**src/rtl/dp_mem_responder.sv**
```systemverilog
// Memory-side responder: serialises datapath fetch/data requests onto a single-ported RAM,
// with data priority, one-cycle hit pulses and a no-ack timeout.
module dp_mem_responder #(
  parameter int unsigned TIMEOUT  = 64,
  parameter logic [31:0] ERR_DATA = 32'hBAD0_BAD0
) (
  input  logic        CLK,
  input  logic        nRST,
  input  logic        imemREN,
  input  logic [31:0] imemaddr,
  output logic [31:0] imemload,
  output logic        ihit,
  input  logic        dmemREN,
  input  logic        dmemWEN,
  input  logic [31:0] dmemaddr,
  input  logic [31:0] dmemstore,
  output logic [31:0] dmemload,
  output logic        dhit,
  input  logic        halt,
  output logic        ramREN,
  output logic        ramWEN,
  output logic [31:0] ramaddr,
  output logic [31:0] ramstore,
  input  logic [31:0] ramload,
  input  logic        ramack,
  output logic        memerr
);

  localparam int unsigned TW = $clog2(TIMEOUT) + 1;

  typedef enum logic [1:0] {StIdle, StDacc, StIfetch, StResp} state_e;
  typedef enum logic {SrcInstr, SrcData} src_e;

  state_e          state_q, state_d;
  src_e            src_q, src_d;
  logic            wr_q, wr_d;
  logic [31:0]     addr_q, addr_d;
  logic [31:0]     store_q, store_d;
  logic [31:0]     load_q, load_d;
  logic [TW-1:0]   tcnt_q, tcnt_d;
  logic            memerr_q, memerr_d;

  always_ff @(posedge CLK or negedge nRST) begin
    if (!nRST) begin
      state_q  <= StIdle;
      src_q    <= SrcInstr;
      wr_q     <= 1'b0;
      addr_q   <= '0;
      store_q  <= '0;
      load_q   <= '0;
      tcnt_q   <= '0;
      memerr_q <= 1'b0;
    end else begin
      state_q  <= state_d;
      src_q    <= src_d;
      wr_q     <= wr_d;
      addr_q   <= addr_d;
      store_q  <= store_d;
      load_q   <= load_d;
      tcnt_q   <= tcnt_d;
      memerr_q <= memerr_d;
    end
  end

  always_comb begin
    state_d  = state_q;
    src_d    = src_q;
    wr_d     = wr_q;
    addr_d   = addr_q;
    store_d  = store_q;
    load_d   = load_q;
    tcnt_d   = tcnt_q;
    memerr_d = memerr_q;
    ramREN   = 1'b0;
    ramWEN   = 1'b0;
    ihit     = 1'b0;
    dhit     = 1'b0;

    unique case (state_q)
      StIdle: begin
        if (dmemWEN || dmemREN) begin
          addr_d  = dmemaddr;
          store_d = dmemstore;
          wr_d    = dmemWEN;
          src_d   = SrcData;
          tcnt_d  = '0;
          state_d = StDacc;
        end else if (imemREN && !halt) begin
          addr_d  = imemaddr;
          wr_d    = 1'b0;
          src_d   = SrcInstr;
          tcnt_d  = '0;
          state_d = StIfetch;
        end
      end
      StDacc, StIfetch: begin
        ramWEN = wr_q;
        ramREN = !wr_q;
        if (ramack) begin
          if (!wr_q) load_d = ramload;
          state_d = StResp;
        end else if (tcnt_q == TW'(TIMEOUT - 1)) begin
          // Abandon the access; reads return a recognisable poison value.
          if (!wr_q) load_d = ERR_DATA;
          memerr_d = 1'b1;
          state_d  = StResp;
        end else begin
          tcnt_d = tcnt_q + TW'(1);
        end
      end
      StResp: begin
        ihit    = (src_q == SrcInstr);
        dhit    = (src_q == SrcData);
        state_d = StIdle;
      end
      default: state_d = StIdle;
    endcase
  end

  assign ramaddr  = addr_q;
  assign ramstore = store_q;
  assign imemload = load_q;
  assign dmemload = load_q;
  assign memerr   = memerr_q;

endmodule

```
**config.mk**
```make
export PLATFORM = sky130hd
export DESIGN_NAME = dp_mem_responder
export DESIGN_NICKNAME = d
export VERILOG_FILES = /design/src/rtl/dp_mem_responder.sv
export SDC_FILE = /design/constraint.sdc
export NUM_CORES = 1
export LEC_CHECK = 0
export CAP_MARGIN = 30
export CORE_MARGIN = 2
export CORE_UTILIZATION = 35
export CTS_BUF_LIST = sky130_fd_sc_hd__clkbuf_8 sky130_fd_sc_hd__clkbuf_16
export DETAILED_ROUTE_END_ITERATION = 10
export PLACE_DENSITY = 0.8
export SYNTH_ARGS = -nofsm -noshare
export SYNTH_HDL_FRONTEND = slang
export SYNTH_SLANG_ARGS = --single-unit
```
**constraint.sdc**
```tcl
create_clock -name CLK -period 2.4 [get_ports CLK]
set_clock_uncertainty 0.15 [all_clocks]
set_input_delay 0.24 -clock CLK [delete_from_list [all_inputs] [get_ports CLK]]
set_output_delay 0.24 -clock CLK [all_outputs]
set_load 0.1 [all_outputs]
```
### Word level (Yosys, flattened, before mapping)

Cells that the tools add are included.

* word-level logic and storage cells: 58
* flip-flop bits (word level): 108
* bits of input ports: 135
* output and inout port bits: 133

* $add $sub $neg: 1
* bitwise logic cells: 3
* equality and inequality tests: 8
* mux-type cells: 23
* reductions and logical operators: 15

Operators by type and width (number)
* $mux W32: 6
* $mux W7: 4
* $pmux W7 S2: 1
* $mux W2: 4
* $add A7 B1 Y7 const B: 1
* $eq A7 B6 Y1 const B: 1
* $mux W1: 7
* $ne A3 B3 Y1 const B: 2
* $pmux W2 S3: 1
* $reduce_and A2 Y1: 3
* $reduce_and A3 Y1: 2
* $reduce_bool A2 Y1: 3
* $eq A2 B2 Y1 const B: 2
* $ne A2 B2 Y1 const B: 2
* $reduce_and A4 Y1: 1
* $not A1 Y1: 3
* $eq A2 B1 Y1 const B: 1
* $logic_not A1 Y1: 2
* $logic_not A2 Y1: 1
* $reduce_or A2 Y1: 1
* $logic_and A1 B1 Y1: 1
* $logic_or A1 B1 Y1: 1

### Logic depth before layout (Yosys ltp)

Gate-level depths: netlist of run 1.

* word-level depth: 5
* mapped depth: 9
* mapped depth without buffers: 6

### Worst setup path before layout of run 1

Ideal clock, no wire load.

* path type: reg-to-reg
* start point: reg state_q[0]
* end point: reg load_q[12] (netlist: dmemload[12])
* path slack: -0.065 ns
* cell stages (with the launch flop): 9
* buffers on the path: 2
* arrival time: 2.190 ns
* required time: 2.125 ns
* cells stage by stage: dfrtp_1 -> inv_1 -> ha_1 -> buf_2 -> inv_1 -> nor2_4 -> nand2_1 -> buf_2 -> o22a_1

* cells in the longest elaborated chain, start to end: 3
* elaborated cells on any way between the ends: 4

RTL lines
* from (decl): line 34 `state_e state_q, state_d;`
* from (signal assigned): line 45 `state_q <= StIdle;`
* from (signal assigned): line 54 `state_q <= state_d;`
* $eq A2 B1 Y1 or $eq A2 B2 Y1 (tied branches): line 79 `unique case (state_q)`
* $reduce_or A2 Y1 *: line 79
* $reduce_and A3 Y1 (no source line) *
* to (signal assigned): line 59 `load_q <= load_d;`
* to (decl): line 39 `logic [31:0] load_q, load_d;`

Every way passes the cells marked *; elsewhere a longest branch is shown, timed or not.
A chain may end at the register's enable or synchronous reset.

### Worst setup path in the final report of run 1

* start point: reg state_q[0]
* end point: out ramWEN

* cells in the longest elaborated chain, start to end: 3
* elaborated cells on any way between the ends: 4

RTL lines
* $eq A2 B1 Y1 or $eq A2 B2 Y1 (tied branches): line 79
* $reduce_or A2 Y1 *: line 79
* $mux W1 *: line 79
* to (decl): line 21 `output logic ramWEN,`

Marks and branches as above.

==> results of run 1 <==
## state kept, by name (all words and copies together) (netlist names)
signal / flops
dmemload: 32
memerr: 1
ramaddr: 32
ramstore: 32
src_q: 1
state_q: 2
tcnt_q: 7
wr_q: 1
## metal layers
metal | up-vias | GRT usage, % | share of wire, %
met5 | - | 0 | 0
met4 | 0 | 6.54 | 1.6
met3 | 17 | 4.12 | 7.8
met2 | 182 | 28.3 | 52
met1 | 1836 | 19.1 | 38
li1 | 1846 | - | -
## cells in the final DEF, fill, tap and decap left out, drive strengths merged, types with 2 or more instances in the layout
cell type	instances
mux2	32
inv	9
nand2b	4
clkbuf	9
and2	5
clkdlybuf4s50	133
and3	2
a22o	17
o21ai	36
nor3	2
ha	4
o22a	16
clkinv	2
o311ai	3
a21o	2
a32oi	2
dfrtp	108
nand3	7
nand2	43
mux2i	32
nor2	2
nand3b	2
o31ai	2
buf	140
a31o	2
o211ai	3
## worst max path at each step
| stage | endpoint | slack [ps] | depth (start not counted) |
|---|---|---|---|
| 6_report | ramWEN | 230 | 5 |
| 5_1_grt | ramWEN | 110 | 5 |
| 4_1_cts | ramWEN | 210 | 5 |
| 3_3_place_gp | tcnt_q[4] | 370 | 5 |
| 3_5_place_dp | dmemload[28] | 300 | 6 |
| 2_1_floorplan | dmemload[12] | 40 | 8 |
## layout make-up
type                    count  area (sq um)  share of cell area (%)
clock inverters             7          56.3                   0.755
well taps                 180           225                    3.02
multi-input cells         228          1760                    23.6
flip-flops and latches    108          2700                    36.3
inverters                   4          15.0                   0.201
repair buffers            274          2470                    33.1
clock buffers               9           225                    3.02
## through the flow
stage / setup slack, ps / util [%] / instances
2_1_floorplan: 40.6 / - / 395
3_3_place_gp: 373 / 52.2 / 793
3_5_place_dp: 298 / 52.2 / 793
4_1_cts: 210 / 54.3 / 810
5_1_grt: 105 / 54.3 / 810
6_report: 227 / 54.3 / 810
## cells by family (layout without fill, tap and decap cells)
family / after synthesis / in the layout / synth area share, %
muxes: 64 / 64 / 14.0
adders and majority gates: 4 / 4 / 1.03
DFF: 108 / 108 / 55.8
and+or+nand+nor: 69 / 69 / 7.36
buffers and inverters: 59 / 294 / 8.03
AOI/OAI and AO/OA: 91 / 91 / 13.8
## worst register-to-register path: cells and delay by family, from the launching register on
kind	cells	cell delay, ps
AND/OR/NAND/NOR	2	330
flip-flops	1	420
AO/OA/AOI/OAI	2	710
adder cells (fa/ha/maj)	1	250
buffers and inverters	1	210
==> results.json, run 1 <==
{
  "cts_tree": "done",
  "maxSlewViolCount": 0,
  "synth.most_common_cell": "dfrtp_1",
  "num_antenna_cells": 0,
  "startpoint_type": "register",
  "coreArea_sq_mm": 0.0137,
  "ant_nets": 0,
  "antenna_found_initial": 0,
  "cp.required_ps": 2010,
  "end_kind": "primary output",
  "cts-root-buf": "clkbuf_16",
  "clock_sinks": 108,
  "grt_pass1_vias": 3908,
  "synth_area_sq_mm": 0.00485,
  "setup_viol": 0,
  "synth_fp_nets": 534,
  "post_cts_resized": 0,
  "holdWs_ps": 301,
  "io_pins": 268,
  "critPathLaunch": "state_q[0]",
  "cts_buffers": 9,
  "synth_area_leaders": "dfrtp_1 56%, mux2_2 7.4%, mux2i_1 6.6%",
  "place_congestion": 0.790,
  "hold_viol_final": 0,
  "yosysTopAreaCell": "dfrtp_1",
  "synthDistinctLibCells": 43,
  "dpl.hpwl_mm": 9.29,
  "fin_crit_ps": 2170,
  "clk_latency_ps": 340,
  "ys_seq_elements": 108,
  "crit_path_cell_trace": "inv_1, ha_1, buf_4, and2_1, buf_12",
  "grt_use_total_pct": 16.2,
  "synth_edf_count": 0,
  "slowest_delay_ps": 370,
  "r2r_cells": 6,
  "clockBufferDepth": 2,
  "tns_ps": 0,
  "hold_class": "in2async",
  "outcome": "finished clean",
  "chipHeight_um": 122,
  "max_slew_margin_pct": 53.7,
  "yosysSeqAreaShare_pct": 55.8,
  "n_fill_cell": 1167,
  "placed_area_sq_mm": 0.00716,
  "syn_avg_cell_area_sq_um": 12.3,
  "path_clk_slew_ps": 80,
  "grt-ovfl-total": 0,
  "crit_fanout": 14,
  "postCtsHoldBufs": 1,
  "max_slew.worst_pin.slew_ps": 685,
  "rows": 43,
  "dieArea_sq_mm": 0.0148,
  "worstSetupPathType": "reg2out",
  "rrSetupSlack_ps": 260,
  "grt_max_degree": 67,
  "io_buffers": 267,
  "min_period_over_period_pct": 90.5,
  "synth_top_area_share_pct": 55.8,
  "layout-drive-gt1-share_pct": 31.4,
  "worstPathArrival_ps": 1780,
  "wl_per_cell_um": 14.9,
  "rsz0062_at_grt": "false",
  "cts-htree-levels": 3,
  "yosysWarningCount": 0,
  "maxCapViolCount": 0,
  "drc": 0,
  "synth_cells": 395,
  "via_per_inst": 4.79,
  "vias": 3881,
  "worst_r2r_startpoint": "tcnt_q[0]",
  "syn_to_final_growth_pct": 53.8,
  "path_buf_inv": 3,
  "start_util_pct": 35.3,
  "grt_pass1_wl_mm": 19.0,
  "die_x_um": 122,
  "timing.rr.end": "dmemload[28]",
  "cts_setup_buffers": 0,
  "slowest_stage": "dfrtp_1",
  "async_reset_ff_share_pct": 100,
  "stdcell_area_sq_mm": 0.00745,
  "drt-total-wl_mm": 12.1,
  "layout.nets": 764,
  "critPathTopFamily": "buffers and inverters",
  "dr.pass1.iters": 4,
  "synthTopCellsByCount": "108 x dfrtp_1, 42 x nand2_1, 35 x o21ai_0",
  "synthFlopType": "dfrtp_1",
  "fmax_mhz": 460,
  "initialDrtViolationCount": 119
}
Power of run 1 is not shown: default switching activity piles up to over one toggle a cycle in this logic, so the estimate is an artifact.
==> inputs of run 2 (changes only) <==
CORE_UTILIZATION = 39   (was 35)
PLACE_DENSITY = 0.87   (was 0.8)
==> run 2 against run 1 <==
  * Via count grew 1.7%
  * Critical path depth did not move
  * Non-clock buffer count grew 1
  * Highest routed layer unchanged
  * Wire length up 6.2%
  * Design area is 0.13% lower
  * Global-route usage is 2.7 points higher
  * Die area down 9.9%
  * Cell count decreased by 1.4%
  * Setup slack better by 30 ps
==> results.json, run 2 (same netlist as run 1, synthesis figures left out) <==
{
  "outcome": "finished clean",
  "initialDrtViolationCount": 164,
  "clockBufferDepth": 2,
  "hold_viol_final": 0,
  "dpl.hpwl_mm": 9.85,
  "layout-drive-gt1-share_pct": 31.7,
  "drc": 0,
  "clk_latency_ps": 340,
  "cts-root-buf": "clkbuf_16",
  "clock_sinks": 108,
  "rrSetupSlack_ps": 260,
  "grt_use_total_pct": 19.0,
  "fin_crit_ps": 2140,
  "instances_no_fill": 799,
  "worstSetupPathType": "reg2out",
  "placed_area_sq_mm": 0.00715,
  "hold_class": "in2async",
  "top_usage_layer": "met2",
  "worstPathArrival_ps": 1750,
  "cp.required_ps": 2010,
  "grt-ovfl-total": 0,
  "vias": 3948,
  "die_x_um": 115,
  "ant_nets": 0,
  "dieArea_sq_mm": 0.0133,
  "setup_viol": 0,
  "stdcell_area_sq_mm": 0.00744,
  "num_antenna_cells": 0,
  "min_period_over_period_pct": 89.3,
  "fmax_mhz": 467,
  "grt_pass1_wl_mm": 19.7,
  "cts_tree": "done",
  "maxCapViolCount": 0,
  "io_pins": 268,
  "dp_cells": 782,
  "wl_per_cell_um": 16.0,
  "max_slew_margin_pct": 59.1,
  "end_kind": "primary output",
  "final_common_cell": "buf_4",
  "grtUsageMet1_pct": 20.4,
  "dr.pass1.iters": 4,
  "place_congestion": 0.798,
  "cts_setup_buffers": 0,
  "cts_buffers": 9,
  "tns_ps": 0,
  "path_clk_slew_ps": 70,
  "n_fill_cell": 928,
  "grt_util_met2_pct": 34.2,
  "layout.nets": 765,
  "grt_max_degree": 66,
  "chipHeight_um": 115,
  "startpoint_type": "register",
  "max_slew.worst_pin.slew_ps": 605,
  "holdWs_ps": 238,
  "maxSlewViolCount": 0,
  "grt_pass1_vias": 4039,
  "grt_use_met3_pct": 6.12,
  "rows": 40,
  "syn_to_final_growth_pct": 53.6,
  "rsz0062_at_grt": "false",
  "cts-htree-levels": 3,
  "crit_fanout": 6,
  "coreArea_sq_mm": 0.0121,
  "start_util_pct": 40.2,
  "drt-total-wl_mm": 12.8,
  "final_cell_mix": "135 x buf_4, 133 x clkdlybuf4s50_1, 108 x dfrtp_1",
  "antenna_found_initial": 0,
  "via_per_inst": 4.94,
  "io_buffers": 267
}
-- run 2: changes by cell type in the layout (fill, tap and decap cells not counted), sizes merged --
cell / delta
clkinvlp: +1
buf: +1
clkbuf: +1
inv: -5
clkinv: +3
-- run 2: path summary, 6_finish.rpt --
check / from / endpoint / depth (start not counted)
min: nRST / dmemload[24] / 2
min reg2reg: memerr / memerr / 1
max reg2reg: tcnt_q[0] / dmemload[22] / 6
max: state_q[0] / ramREN / 5
max in group asynchronous: nRST / ramaddr[10] / 3
min in group CLK: memerr / memerr / 1
-- run 2: cell type report --
type                    count  area, sq um  share of cell area, %
repair buffers            275         2470                   33.2
inverters                   4         15.0                  0.202
clock inverters             6         40.0                  0.538
clock buffers              10          239                   3.21
flip-flops and latches    108         2700                   36.3
well taps                 168          210                   2.82
multi-input cells         228         1760                   23.7
-- run 2: routing by layer --
| layer | wire [um] | share of wire [%] |
|---|---|---|
| met1 | 4710 | 37 |
| met2 | 6650 | 52 |
| met3 | 1230 | 9.6 |
| met4 | 223 | 1.7 |
| met5 | 0 | 0 |
-- run 2: what timing repair did --
action                    CTS  global route
hold buffers                1             0
hold endpoints to repair   32             0
resized for setup           0             0
-- run 2: per-stage QoR --
step	utilization (%)	setup slack, ps
floorplan	-	40.6
global route	61.7	94.5
global placement	59.3	363
detailed placement	59.3	263
CTS	61.7	239
finish	61.7	256
-- run 2: critical path, stage by stage (launching register included) --
cell and delay [ps]:
dfrtp_1 380, inv_1 80, ha_1 340, inv_1 180
nor2_4 230, buf_12 210
Power of run 2 is left out for the same reason.
==> inputs of run 3 (changes only) <==
ABC_CLOCK_PERIOD_IN_PS = 2400   (was not set)
==> results of run 3 <==
No change in the layout: final DEF, timing and power equal those of run 2.
Power of run 3 is left out for the same reason.
